## src/rtl/dot_sequencer_if.sv

```systemverilog
// Command and instruction channels of the dot-product sequencer.
// DOT_SEQ_STRIDE_EN adds the cmd_stride field to the command channel.
interface dot_sequencer_if #(
  parameter int unsigned ADDR_WIDTH   = 10,
  parameter int unsigned OPCODE_WIDTH = 3,
  parameter int unsigned LEN_WIDTH    = 8
);
  localparam int unsigned INS_WIDTH = OPCODE_WIDTH + 3 * ADDR_WIDTH;

  logic                  cmd_valid;
  logic                  cmd_ready;
  logic [ADDR_WIDTH-1:0] cmd_a_base;
  logic [ADDR_WIDTH-1:0] cmd_b_base;
  logic [ADDR_WIDTH-1:0] cmd_r_addr;
  logic [LEN_WIDTH-1:0]  cmd_len;
`ifdef DOT_SEQ_STRIDE_EN
  logic [ADDR_WIDTH-1:0] cmd_stride;
`endif
  logic                  ins_valid;
  logic                  ins_ready;
  logic [INS_WIDTH-1:0]  instruction;
  logic                  busy;
  logic                  done;

  // Job issuer / decoder side.
  modport master (
    output cmd_valid, cmd_a_base, cmd_b_base, cmd_r_addr, cmd_len,
`ifdef DOT_SEQ_STRIDE_EN
    output cmd_stride,
`endif
    output ins_ready,
    input  cmd_ready, ins_valid, instruction, busy, done
  );

  // Sequencer side.
  modport slave (
    input  cmd_valid, cmd_a_base, cmd_b_base, cmd_r_addr, cmd_len,
`ifdef DOT_SEQ_STRIDE_EN
    input  cmd_stride,
`endif
    input  ins_ready,
    output cmd_ready, ins_valid, instruction, busy, done
  );
endinterface

```

## src/rtl/dot_sequencer.sv

```systemverilog
// Turns a dot-product job into one CLR plus len ACC instructions for the decoder.
// DOT_SEQ_STRIDE_EN: per-job address stride taken from cmd_stride (otherwise stride 1).
module dot_sequencer #(
  parameter int unsigned ADDR_WIDTH   = 10,
  parameter int unsigned OPCODE_WIDTH = 3,
  parameter int unsigned LEN_WIDTH    = 8
) (
  input  logic            clk,
  input  logic            rstn,
  dot_sequencer_if.slave  bus
);
  localparam int unsigned INS_WIDTH = OPCODE_WIDTH + 3 * ADDR_WIDTH;
  localparam logic [OPCODE_WIDTH-1:0] OP_NOP = OPCODE_WIDTH'(3'b000);
  localparam logic [OPCODE_WIDTH-1:0] OP_ACC = OPCODE_WIDTH'(3'b101);
  localparam logic [OPCODE_WIDTH-1:0] OP_CLR = OPCODE_WIDTH'(3'b110);

  typedef enum logic [1:0] {IDLE, CLEAR, ACCUM, DONE} state_e;

  state_e                state_q, state_d;
  logic [LEN_WIDTH-1:0]  i_q, i_d;
  logic [LEN_WIDTH-1:0]  len_q, len_d;
  logic [ADDR_WIDTH-1:0] a_q, a_d;
  logic [ADDR_WIDTH-1:0] b_q, b_d;
  logic [ADDR_WIDTH-1:0] r_q, r_d;
  logic [ADDR_WIDTH-1:0] step;

  logic                  cmd_ready_q, cmd_ready_d;
  logic                  ins_valid_q, ins_valid_d;
  logic [INS_WIDTH-1:0]  instruction_q, instruction_d;
  logic                  busy_q, busy_d;
  logic                  done_q, done_d;

`ifdef DOT_SEQ_STRIDE_EN
  logic [ADDR_WIDTH-1:0] stride_q, stride_d;
  assign step = stride_q;
`else
  assign step = ADDR_WIDTH'(1);
`endif

  // a_q/b_q hold the address of the element being issued, so a_base+i*S is a running sum.
  always_comb begin
    state_d = state_q;
    i_d     = i_q;
    len_d   = len_q;
    a_d     = a_q;
    b_d     = b_q;
    r_d     = r_q;
`ifdef DOT_SEQ_STRIDE_EN
    stride_d = stride_q;
`endif
    case (state_q)
      IDLE: begin
        if (bus.cmd_valid) begin
          a_d     = bus.cmd_a_base;
          b_d     = bus.cmd_b_base;
          r_d     = bus.cmd_r_addr;
          len_d   = bus.cmd_len;
          i_d     = '0;
`ifdef DOT_SEQ_STRIDE_EN
          stride_d = bus.cmd_stride;
`endif
          state_d = CLEAR;
        end
      end
      CLEAR: begin
        if (bus.ins_ready) state_d = (len_q == '0) ? DONE : ACCUM;
      end
      ACCUM: begin
        if (bus.ins_ready) begin
          i_d = i_q + LEN_WIDTH'(1);
          a_d = a_q + step;
          b_d = b_q + step;
          if (i_q == len_q - LEN_WIDTH'(1)) state_d = DONE;
        end
      end
      DONE:    state_d = IDLE;
      default: state_d = IDLE;
    endcase

    // Outputs are decoded from the next state so they come straight from flops.
    cmd_ready_d   = (state_d == IDLE);
    busy_d        = (state_d != IDLE);
    done_d        = (state_d == DONE);
    ins_valid_d   = (state_d == CLEAR) || (state_d == ACCUM);
    instruction_d = {{(3 * ADDR_WIDTH){1'b0}}, OP_NOP};
    if (state_d == CLEAR)      instruction_d = {a_d, b_d, r_d, OP_CLR};
    else if (state_d == ACCUM) instruction_d = {a_d, b_d, r_d, OP_ACC};
  end

  always_ff @(posedge clk) begin
    if (!rstn) begin
      state_q       <= IDLE;
      i_q           <= '0;
      len_q         <= '0;
      a_q           <= '0;
      b_q           <= '0;
      r_q           <= '0;
`ifdef DOT_SEQ_STRIDE_EN
      stride_q      <= '0;
`endif
      cmd_ready_q   <= 1'b1;
      ins_valid_q   <= 1'b0;
      instruction_q <= '0;
      busy_q        <= 1'b0;
      done_q        <= 1'b0;
    end else begin
      state_q       <= state_d;
      i_q           <= i_d;
      len_q         <= len_d;
      a_q           <= a_d;
      b_q           <= b_d;
      r_q           <= r_d;
`ifdef DOT_SEQ_STRIDE_EN
      stride_q      <= stride_d;
`endif
      cmd_ready_q   <= cmd_ready_d;
      ins_valid_q   <= ins_valid_d;
      instruction_q <= instruction_d;
      busy_q        <= busy_d;
      done_q        <= done_d;
    end
  end

  assign bus.cmd_ready   = cmd_ready_q;
  assign bus.ins_valid   = ins_valid_q;
  assign bus.instruction = instruction_q;
  assign bus.busy        = busy_q;
  assign bus.done        = done_q;
endmodule

```

## src/flat_wrapper.sv

```systemverilog
// flat-port wrapper written by rule: the top's interface ports become plain ports
module dot_sequencer_flat 
#(
  parameter int unsigned ADDR_WIDTH   = 10,
  parameter int unsigned OPCODE_WIDTH = 3,
  parameter int unsigned LEN_WIDTH    = 8
)
  (clk, rstn, bus_cmd_valid, bus_cmd_a_base, bus_cmd_b_base, bus_cmd_r_addr, bus_cmd_len, bus_ins_ready, bus_cmd_ready, bus_ins_valid, bus_instruction, bus_busy, bus_done);
  dot_sequencer_if #(.ADDR_WIDTH(ADDR_WIDTH), .OPCODE_WIDTH(OPCODE_WIDTH), .LEN_WIDTH(LEN_WIDTH)) bus_i ();
  input  logic clk;
  input  logic rstn;
  input wire logic [$bits(bus_i.cmd_valid)-1:0] bus_cmd_valid;
  input wire logic [$bits(bus_i.cmd_a_base)-1:0] bus_cmd_a_base;
  input wire logic [$bits(bus_i.cmd_b_base)-1:0] bus_cmd_b_base;
  input wire logic [$bits(bus_i.cmd_r_addr)-1:0] bus_cmd_r_addr;
  input wire logic [$bits(bus_i.cmd_len)-1:0] bus_cmd_len;
  input wire logic [$bits(bus_i.ins_ready)-1:0] bus_ins_ready;
  output wire logic [$bits(bus_i.cmd_ready)-1:0] bus_cmd_ready;
  output wire logic [$bits(bus_i.ins_valid)-1:0] bus_ins_valid;
  output wire logic [$bits(bus_i.instruction)-1:0] bus_instruction;
  output wire logic [$bits(bus_i.busy)-1:0] bus_busy;
  output wire logic [$bits(bus_i.done)-1:0] bus_done;
  assign bus_i.cmd_valid = bus_cmd_valid;
  assign bus_i.cmd_a_base = bus_cmd_a_base;
  assign bus_i.cmd_b_base = bus_cmd_b_base;
  assign bus_i.cmd_r_addr = bus_cmd_r_addr;
  assign bus_i.cmd_len = bus_cmd_len;
  assign bus_i.ins_ready = bus_ins_ready;
  assign bus_cmd_ready = bus_i.cmd_ready;
  assign bus_ins_valid = bus_i.ins_valid;
  assign bus_instruction = bus_i.instruction;
  assign bus_busy = bus_i.busy;
  assign bus_done = bus_i.done;
  dot_sequencer #(.ADDR_WIDTH(ADDR_WIDTH), .OPCODE_WIDTH(OPCODE_WIDTH), .LEN_WIDTH(LEN_WIDTH)) u_core (.clk(clk), .rstn(rstn), .bus(bus_i));
endmodule
```

## config.mk

```make
export PLATFORM = sky130hd
export DESIGN_NAME = dot_sequencer_flat
export DESIGN_NICKNAME = d
export VERILOG_FILES = /design/src/rtl/dot_sequencer_if.sv /design/src/rtl/dot_sequencer.sv /design/src/flat_wrapper.sv
export SDC_FILE = /design/constraint.sdc
export NUM_CORES = 1
export LEC_CHECK = 0
export BUFFER_PORTS_ARGS = -buffer_cell sky130_fd_sc_hd__buf_2
export CAP_MARGIN = 20
export CORE_ASPECT_RATIO = 1.25
export CORE_MARGIN = 2
export CORE_UTILIZATION = 54
export CTS_BUF_LIST = sky130_fd_sc_hd__clkbuf_8 sky130_fd_sc_hd__clkbuf_16
export CTS_CLUSTER_DIAMETER = 120
export DETAILED_ROUTE_END_ITERATION = 8
export GPL_ROUTABILITY_DRIVEN = 0
export PLACE_DENSITY = 0.79
export SETUP_SLACK_MARGIN = 0.1
export SKIP_CTS_REPAIR_TIMING = 1
export SYNTH_ARGS = -nofsm -noshare
export SYNTH_HDL_FRONTEND = slang
export SYNTH_SLANG_ARGS = --single-unit
export TNS_END_PERCENT = 50
```

## constraint.sdc

```tcl
create_clock -name clk -period 2.8 [get_ports clk]
set_input_delay 0.42 -clock clk [delete_from_list [all_inputs] [get_ports clk]]
set_output_delay 0.42 -clock clk [all_outputs]
set_load 0.03 [all_outputs]
```

==> results of run 1 <==
## power groups by stage
stage	logic, mW	registers, mW	clock network, mW
floorplan	0.289	1.43	0
global placement	0.501	1.36	0
detailed placement	0.512	1.36	0
CTS	0.515	1.33	0.919
global route	0.590	1.34	0.972
finish	0.538	1.33	0.912
## metrics by stage
step	instances	power (mW)	cell area (µm²)	setup TNS [ps]
3_3_place_gp	562	1.86	4190	0
3_5_place_dp	562	1.87	4190	0
4_1_cts	577	2.77	4400	-58.7
2_1_floorplan	408	1.72	3710	0
6_report	578	2.78	4430	0
5_1_grt	578	2.90	4430	0
## state kept, by name, indices dropped and copies added, names as in the netlist
| register | cells |
|---|---|
| u_core.a_q | 10 |
| u_core.b_q | 10 |
| u_core.bus.busy | 1 |
| u_core.bus.cmd_ready | 1 |
| u_core.bus.done | 1 |
| u_core.bus.instruction | 33 |
| u_core.i_q | 8 |
| u_core.len_q | 8 |
| u_core.r_q | 10 |
| u_core.state_q | 2 |
## per-layer routing
metal	global-route usage (%)	part of all wire, %
met1	26.4	40
met2	40.5	52
met3	5.41	5.5
met4	11.1	2.3
met5	0	0
## synth_stat cells (3+ instances only)
cell type  instances
o21ai_0           11
a31oi_1            4
nor2b_1           12
a22oi_1            7
xnor2_1           10
nand4_1            7
xor2_1            12
o31a_1             3
nand2_1           61
and2_1            29
nand3_1            6
o22a_1             3
a221oi_1           3
nor3b_1            3
or3_1              4
ha_1               8
dfxtp_1           84
a211oi_1           3
clkbuf_1          10
inv_1             11
a21boi_0          18
buf_2              6
and3_1            11
nor2_1            23
a21oi_1            7
nand2b_1           4
## how the worst max path moves through the flow
stage / startpoint / endpoint / slack, ps
3_5_place_dp: u_core.len_q[1] / u_core.bus.instruction[22] / 8
2_1_floorplan: u_core.len_q[0] / u_core.bus.instruction[19] / 240
3_3_place_gp: u_core.len_q[1] / u_core.bus.instruction[20] / 100
6_report: u_core.len_q[1] / u_core.bus.instruction[19] / 210
4_1_cts: u_core.len_q[1] / u_core.bus.instruction[22] / -20
5_1_grt: u_core.len_q[1] / u_core.bus.instruction[22] / 100
## area by class of cell
cell class,count,share of cell area (%)
inverter,11,0.931
clock buffer,9,2.79
tap,87,2.45
sequential,84,37.9
timing repair buffer,87,10.3
clock inverter,6,1.86
multi-input combinational,294,43.7
## worst max-delay path, cell delays in order (launching register included)
cell and delay [ps]:
dfxtp_1 390, inv_1 60, ha_2 220, nand2b_1 170, o211a_1 140, o31ai_1 300, o2111ai_2 200, and2_1 230
ha_1 260, or2_4 330, and3_1 190
## logic make-up (layout without fill, tap and decap cells)
family,Yosys count,after routing
AO/OA/AOI/OAI,81,81
XOR/XNOR,23,23
adder cells (fa/ha/maj),8,8
buffers and inverters,31,113
flip-flops,84,84
multiplexers,3,3
AND/OR/NAND/NOR,178,179
==> results.tsv, run 1 <==
metric	value	unit
worst setup margin	209	ps
Gate power share	19.3	%
Post-Synth Adder-Cell Area	2.70	%
crit path kind	reg2reg	
Die ar.	7560	µm²
clk buf depth	2	
die width	78.2	µm
Synthesized Nets	458	
Sink Count	84	
GRT Overall Usage	23.2	%
Worst Path Max Fanout	12	
layout cells sized above 1	23.8	%
main area contributors after synthesis	dfxtp_1 (45%), nand2_1 (6.2%), and2_1 (4.9%)	
TritonCTS Buffers	9	
Synth Area in Simple Gates	25.6	%
synthesized area	3710	µm²
FF-to-FF path depth	10	
RSZ-0062 raised after global routing	false	
Reg-to-Reg End	u_core.bus.instruction[19]	
# DRC	0	
Peak VDD IR	0.350	mV
worst r2r src	u_core.len_q[1]	
Worst-Margin Slew	670	ps
Clock Latency Late Sink	350	ps
most common cell after layout, fill and taps aside	dfxtp_1	
Final min period	2590	ps
CP endpoint kind	register	
dpl ws	7.60	ps
fmax	386	MHz
Detail Route Antenna Nets	0	
Hold Crit Class	in2reg	
hold endpoint	u_core.len_q[7]	
Rows	33	
switching pwr	809	µW
hold path depth	3	
final hold vios	0	
Cells after Synth	408	
largest net degree at the start of global routing	31	
final WL	8780	µm
FILL cells	563	
antenna violations before repair	0	
CTS tree	built	
Register Area	1680	µm²
Synth Area in Compound Gates	16.2	%
Port-buffer cells	78	
status	finished, final reports clean	
1st-pass router iterations	6	
final core utilization	67.1	%
per-cell routed wire length	15.2	µm
switch share	29.1	%
Critical Path Start Type	register	
P_leak	1.96	nW
arrival time at the worst endpoint	2840	ps
number of global-route vias before repair	3064	
H-tree depth	3	
DR vias/cell	5.53	
distinct cell type count after synthesis	62	
number of synthesis warnings	0	
Async SR Flop Fraction	0	%
first-pass GRT wire length	14100	µm
Root Driver	clkbuf_8	
#FFs+latches synth	84	
Final Cycle Share	92.5	%
# nets final	537	
largest area contributor in the netlist	dfxtp_1	
internal power	1.98	mW
number of flops mapped to enable cells by yosys	0	
worst reg2reg setup slack	210	ps
Detailed Place HPWL	6010	µm
synthesized area per cell	9.10	µm²
final setup fails	0	
Slew Limit Headroom	55.0	%
worst hold start	bus_cmd_len[7]	
Seq pwr share	47.9	%
antenna fix cells	0	
XOR/XNOR share of the synthesized area	5.80	%
max-slew violation count	0	
post-synthesis mux area share	0.843	%
Chip Height	96.7	µm
Crit path required time	3040	ps
top_reg_cell synth	dfxtp_1	
clock slew at reported path FFs	80	ps
initial core utilization	56.2	%
via count	3194	
Synth top area share	45.3	%
core box area	6610	µm²
commonest non-fill, non-tap cells in the layout	dfxtp_1 (84), buf_2 (78), nand2_1 (60), and2_1 (29), nor2_1 (22)	
Hold WS	312	ps
power density cells	628	nW/µm²
Clk pwr share	32.8	%
post-synthesis sequential area ratio	45.3	%
initial DRC count	260	
IO Pins	79	
P&R area growth vs syn	19.4	%
multi-input combinational cell area	1940	µm²
Max Cap Viol	0	
Fin Clk Skew	5.81	ps
grt total ovfl	0	
largest family of logic cells by synthesized area	simple AND/OR/NAND/NOR gates	
No activity file was read; power rests on OpenSTA's default activity.
==> run 2, diff against run 1 <==
==> constraint.sdc (replaced) <==
create_clock -name clk -period 2.8 [get_ports clk]
set_input_delay 0 -clock clk [delete_from_list [all_inputs] [get_ports clk]]
set_output_delay 0 -clock clk [all_outputs]
set_load 0.03 [all_outputs]
==> results.tsv, run 2 (synthesis gave the netlist of run 1 again) <==
metric	value	unit	change
status	finished with violations		was finished, final reports clean
failing checks	hold timing		
placed cell area	4180	µm²	was 4190 µm²
Die ar.	7560	µm²	unchanged
Root Driver	clkbuf_8		unchanged
# DRC	0		unchanged
P&R area growth vs syn	26.1	%	was 19.4%
Max Cap Viol	0		unchanged
first-pass GRT wire length	14500	µm	was 14,100 µm
via count	3345		was 3,194
per-cell routed wire length	15.6	µm	was 15.2 µm
clock slew at reported path FFs	80	ps	about the same
CP endpoint kind	register		unchanged
Detail Route Antenna Nets	0		unchanged
power density cells	639	nW/µm²	was 628 nW/µm²
Final Instance Area	4680	µm²	was 4430 µm²
initial DRC count	281		was 260
Crit path required time	3050	ps	was 3040 ps
Peak VDD IR	0.462	mV	was 0.350 mV
P_leak	2.07	nW	was 1.96 nW
Detailed Place HPWL	6030	µm	was 6010 µm
Largest register FFs	33		unchanged
max-slew violation count	0		unchanged
final WL	9320	µm	was 8780 µm
final hold vios	2		was 0
arrival time at the worst endpoint	2810	ps	was 2840 ps
Clock Latency Late Sink	360	ps	was 350 ps
fmax	391	MHz	was 386 MHz
final setup fails	0		unchanged
Chip Height	96.7	µm	unchanged
# nets final	557		was 537
RSZ-0062 raised after global routing	true		was false
die width	78.2	µm	unchanged
most common cell after layout, fill and taps aside	dfxtp_1		unchanged
Final min period	2550	ps	was 2590 ps
Clk pwr share	36.6	%	was 32.8%
CTS tree	built		unchanged
Hold Crit Class	in2reg		unchanged
crit path kind	reg2reg		unchanged
number of global-route vias before repair	3154		was 3,064
largest net degree at the start of global routing	31		unchanged
switch share	28.2	%	was 29.1%
Sink Count	84		unchanged
1st-pass router iterations	6		unchanged
Hold WS	-13.9	ps	was 312 ps
internal power	2.15	mW	was 1.98 mW
Gate power share	18.7	%	was 19.3%
Worst Path Max Fanout	12		unchanged
initial core utilization	56.2	%	unchanged
IO Pins	79		unchanged
GRT Overall Usage	24.1	%	was 23.2%
Critical Path Start Type	register		unchanged
antenna fix cells	0		unchanged
commonest non-fill, non-tap cells in the layout	dfxtp_1 (84), buf_2 (78), nand2_1 (60), and2_1 (29), nor2_1 (22)		unchanged
Rows	33		unchanged
clk buf depth	2		unchanged
DR vias/cell	5.58		was 5.53
Final Cycle Share	91.2	%	was 92.5%
TritonCTS Buffers	9		unchanged
Port-buffer cells	78		unchanged
Slew Limit Headroom	57.0	%	was 55.0%
layout cells sized above 1	23.0	%	was 23.8%
H-tree depth	3		unchanged
switching pwr	844	µW	was 809 µW
core box area	6610	µm²	unchanged
Seq pwr share	44.6	%	was 47.9%
Worst-Margin Slew	641	ps	was 670 ps
antenna violations before repair	0		unchanged
grt total ovfl	0		unchanged
Fin Clk Skew	6.08	ps	was 5.81 ps
run 2: changes by cell type in the layout (fill, tap and decap cells not counted), sizes merged:
cell,delta
inv,-1
clkinvlp,-1
buf,-1
dlygate4sd3,+21
clkbuf,+2
bufinv,+1
run 2: through the flow:
stage | TNS [ps] | util, % | cells | setup slack (ps) | power [mW]
6_report | 0 | 70.8 | 599 | 245 | 2.99
5_1_grt | 0 | 70.8 | 599 | 104 | 3.11
4_1_cts | -85.2 | 67.2 | 577 | -25.6 | 2.95
3_5_place_dp | 0 | 63.3 | 561 | 4.65 | 1.87
3_3_place_gp | 0 | 63.3 | 561 | 127 | 1.85
2_1_floorplan | 0 | - | 408 | 240 | 1.72
run 2: path summary, 6_finish.rpt:
kind	startpoint	end	slack, ps	depth (start not counted)
max	u_core.len_q[1]	u_core.bus.instruction[17]	250	10
min	bus_cmd_b_base[1]	u_core.b_q[1]	-10	4
max reg2reg	u_core.len_q[1]	u_core.bus.instruction[17]	250	10
min reg2reg	u_core.r_q[7]	u_core.r_q[7]	460	2
run 2: final cells by class:
class                           count  area [µm²]
Timing Repair Buffer              107         661
Fill cell                         524        1930
Sequential cell                    84        1680
Clock inverter                      5         106
Tap cell                           87         109
Clock buffer                       11         151
Multi-Input combinational cell    294        1930
Inverter                           11        41.3
run 2: power by group through the flow:
stage,Clock [mW],Sequential [mW],Combinational (mW)
3_5_place_dp,0,1.36,0.512
6_report,1.10,1.33,0.560
4_1_cts,1.10,1.33,0.517
2_1_floorplan,0,1.43,0.289
5_1_grt,1.15,1.34,0.611
3_3_place_gp,0,1.36,0.498
run 2: worst max-delay path: stages, from the launching register on:
cell,delay (ps)
dfxtp_1,400
inv_1,70
ha_2,220
o21bai_1,170
a211o_1,300
a31oi_1,130
o2111ai_1,150
and2_1,220
ha_1,270
or2_4,330
and3_1,190
run 2: routing by layer:
| layer | up-vias | track usage, % | wire length (µm) |
|---|---|---|---|
| li1 | 1615 | - | - |
| met1 | 1606 | 27.4 | 3800 |
| met2 | 98 | 43.2 | 4820 |
| met3 | 26 | 3.45 | 390 |
| met4 | 0 | 12.1 | 316 |
| met5 | - | 0 | 0 |
==> run 3, diff against run 2 <==
--- a/config.mk
+++ b/config.mk
@@ -6,15 +6,17 @@
 export NUM_CORES = 1
 export LEC_CHECK = 0
 export BUFFER_PORTS_ARGS = -buffer_cell sky130_fd_sc_hd__buf_2
-export CAP_MARGIN = 20
+export CAP_MARGIN = 5
+export CELL_PAD_IN_SITES_DETAIL_PLACEMENT = 1
+export CELL_PAD_IN_SITES_GLOBAL_PLACEMENT = 1
 export CORE_ASPECT_RATIO = 1.25
 export CORE_MARGIN = 2
-export CORE_UTILIZATION = 54
+export CORE_UTILIZATION = 41
 export CTS_BUF_LIST = sky130_fd_sc_hd__clkbuf_8 sky130_fd_sc_hd__clkbuf_16
 export CTS_CLUSTER_DIAMETER = 120
 export DETAILED_ROUTE_END_ITERATION = 8
 export GPL_ROUTABILITY_DRIVEN = 0
-export PLACE_DENSITY = 0.79
+export PLACE_DENSITY = 0.8
 export SETUP_SLACK_MARGIN = 0.1
 export SKIP_CTS_REPAIR_TIMING = 1
 export SYNTH_ARGS = -nofsm -noshare
==> results.tsv, run 3 (synthesis gave the netlist of run 1 again) <==
metric	value	unit	change
most common cell after layout, fill and taps aside	dfxtp_1		unchanged
grt total ovfl	0		unchanged
power density cells	623	nW/µm²	was 639 nW/µm²
Critical Path Start Type	register		unchanged
via count	3282		was 3,345
FF-to-FF path depth	10		unchanged
status	finished with violations		unchanged
Detail Route Antenna Nets	0		unchanged
TritonCTS Buffers	9		unchanged
final setup fails	0		unchanged
first-pass GRT wire length	15700	µm	was 14,500 µm
Detailed Place HPWL	7000	µm	was 6030 µm
Peak VDD IR	0.276	mV	was 0.462 mV
Tot Pwr	2.94	mW	was 2.99 mW
Reg-to-Reg End	u_core.bus.instruction[24]		was u_core.bus.instruction[17]
initial core utilization	42.4	%	was 56.2%
# DRC	0		unchanged
Root Driver	clkbuf_8		unchanged
GRT Overall Usage	21.2	%	was 24.1%
P&R area growth vs syn	27.1	%	was 26.1%
Final min period	2560	ps	was 2550 ps
hold path depth	3		was 4
failing checks	hold timing		unchanged
Rows	38		was 33
antenna violations before repair	0		unchanged
Clock Latency Late Sink	370	ps	was 360 ps
layout cells sized above 1	23.4	%	was 23.0%
# nets final	558		was 557
arrival time at the worst endpoint	2810	ps	about the same
Worst Path Max Fanout	23		was 12
CP endpoint kind	register		unchanged
beginning of the critical path	u_core.len_q[0]		was u_core.len_q[1]
Fin Clk Skew	12.3	ps	was 6.08 ps
Die ar.	9840	µm²	was 7560 µm²
Largest register FFs	33		unchanged
hold endpoint	u_core.b_q[2]		was u_core.b_q[1]
core box area	8750	µm²	was 6610 µm²
die width	89.1	µm	was 78.2 µm
Chip Height	110	µm	was 96.7 µm
worst hold start	bus_cmd_b_base[2]		was bus_cmd_b_base[1]
final hold vios	2		unchanged
number of global-route vias before repair	3257		was 3,154
largest net degree at the start of global routing	49		was 31
worst reg2reg setup slack	240	ps	was 250 ps
fmax	391	MHz	about the same
Worst-Margin Slew	735	ps	was 641 ps
max incr delay on CP	360	ps	was 400 ps
Hold WS	-13.9	ps	about the same
clock slew at reported path FFs	90	ps	was 80 ps
Max Cap Viol	0		unchanged
final WL	10300	µm	was 9320 µm
H-tree depth	3		unchanged
Hold Crit Class	in2reg		unchanged
CTS tree	built		unchanged
RSZ-0062 raised after global routing	false		was true
antenna fix cells	0		unchanged
commonest non-fill, non-tap cells in the layout	dfxtp_1 (84), buf_2 (78), nand2_1 (60), and2_1 (29)		was dfxtp_1 (84), buf_2 (78), nand2_1 (60), and2_1 (29), nor2_1 (22)
Setup TNS Final	0	ps	unchanged
Post-Place Cells	596		was 561
1st-pass router iterations	4		was 6
max-slew violation count	0		unchanged
Finished Layout Cells	633		was 599
DR vias/cell	5.18		was 5.58
slowest CP cell	or2_4		was dfxtp_1
Slew Limit Headroom	50.7	%	was 57.0%
Port-buffer cells	78		unchanged
per-cell routed wire length	16.2	µm	was 15.6 µm
crit path kind	reg2reg		unchanged
clk buf depth	2		unchanged
CP Cell Sequence	inv_1, ha_2, o21bai_1, a211o_1, a31oi_1, o2111ai_2, and2_1, ha_1, or2_4, and3_1		was inv_1, ha_2, o21bai_1, a211o_1, a31oi_1, o2111ai_1, and2_1, ha_1, or2_4, and3_1
Sink Count	84		unchanged
worst r2r src	u_core.len_q[0]		was u_core.len_q[1]
initial DRC count	135		was 281
IO Pins	79		unchanged
Final Cycle Share	91.3	%	was 91.2%
P_leak	2.06	nW	was 2.07 nW
Crit path required time	3050	ps	about the same
run 3: how the worst max path moves through the flow:
stage	slack [ps]	end
final	240	u_core.bus.instruction[24]
after global routing	80	u_core.bus.instruction[20]
after CTS	-60	u_core.bus.instruction[22]
after detailed placement	-30	u_core.bus.instruction[22]
after global placement	90	u_core.bus.instruction[20]
after floorplan	240	u_core.bus.instruction[19]
run 3: final cells by class:
cell class | count | area (µm²)
Clock buffer | 9 | 124
Clock inverter | 7 | 116
Fill cell | 1061 | 4030
Inverter | 11 | 41.3
Multi-Input combinational cell | 293 | 1930
Sequential cell | 84 | 1680
Tap cell | 120 | 150
Timing Repair Buffer | 109 | 676
run 3: metal layers:
layer | global-route usage, % | up-vias | part of all wire [%]
met3 | 3.87 | 13 | 3.5
met5 | 0 | - | 0
met2 | 38.5 | 70 | 54
met4 | 8.21 | 0 | 1.6
met1 | 24.1 | 1587 | 41
li1 | - | 1612 | -
run 3: critical path, delay by kind of cell, from the launching register on:
kind / cells / cell delay, ps
AO/OA/AOI/OAI: 4 / 820
adder cells (fa/ha/maj): 2 / 440
buffers and inverters: 1 / 50
flip-flops: 1 / 340
AND/OR/NAND/NOR: 3 / 800
run 3: per-stage QoR:
step           utilization (%)  hold WS [ps]  worst slack (ps)  instance area [µm²]
2_1_floorplan                -           145               240                 3710
3_3_place_gp              48.5           250              94.7                 4240
3_5_place_dp              48.5           265             -29.4                 4240
4_1_cts                   51.2          -129             -56.5                 4480
5_1_grt                   53.9          3.28              82.8                 4720
6_report                  53.9         -13.9               244                 4720
run 3: power by group:
part           internal [mW]  switching (mW)  total (mW)
clock network          0.589           0.448        1.04
registers               1.28          0.0574        1.34
logic                  0.223           0.343       0.566
total                   2.09           0.848        2.94
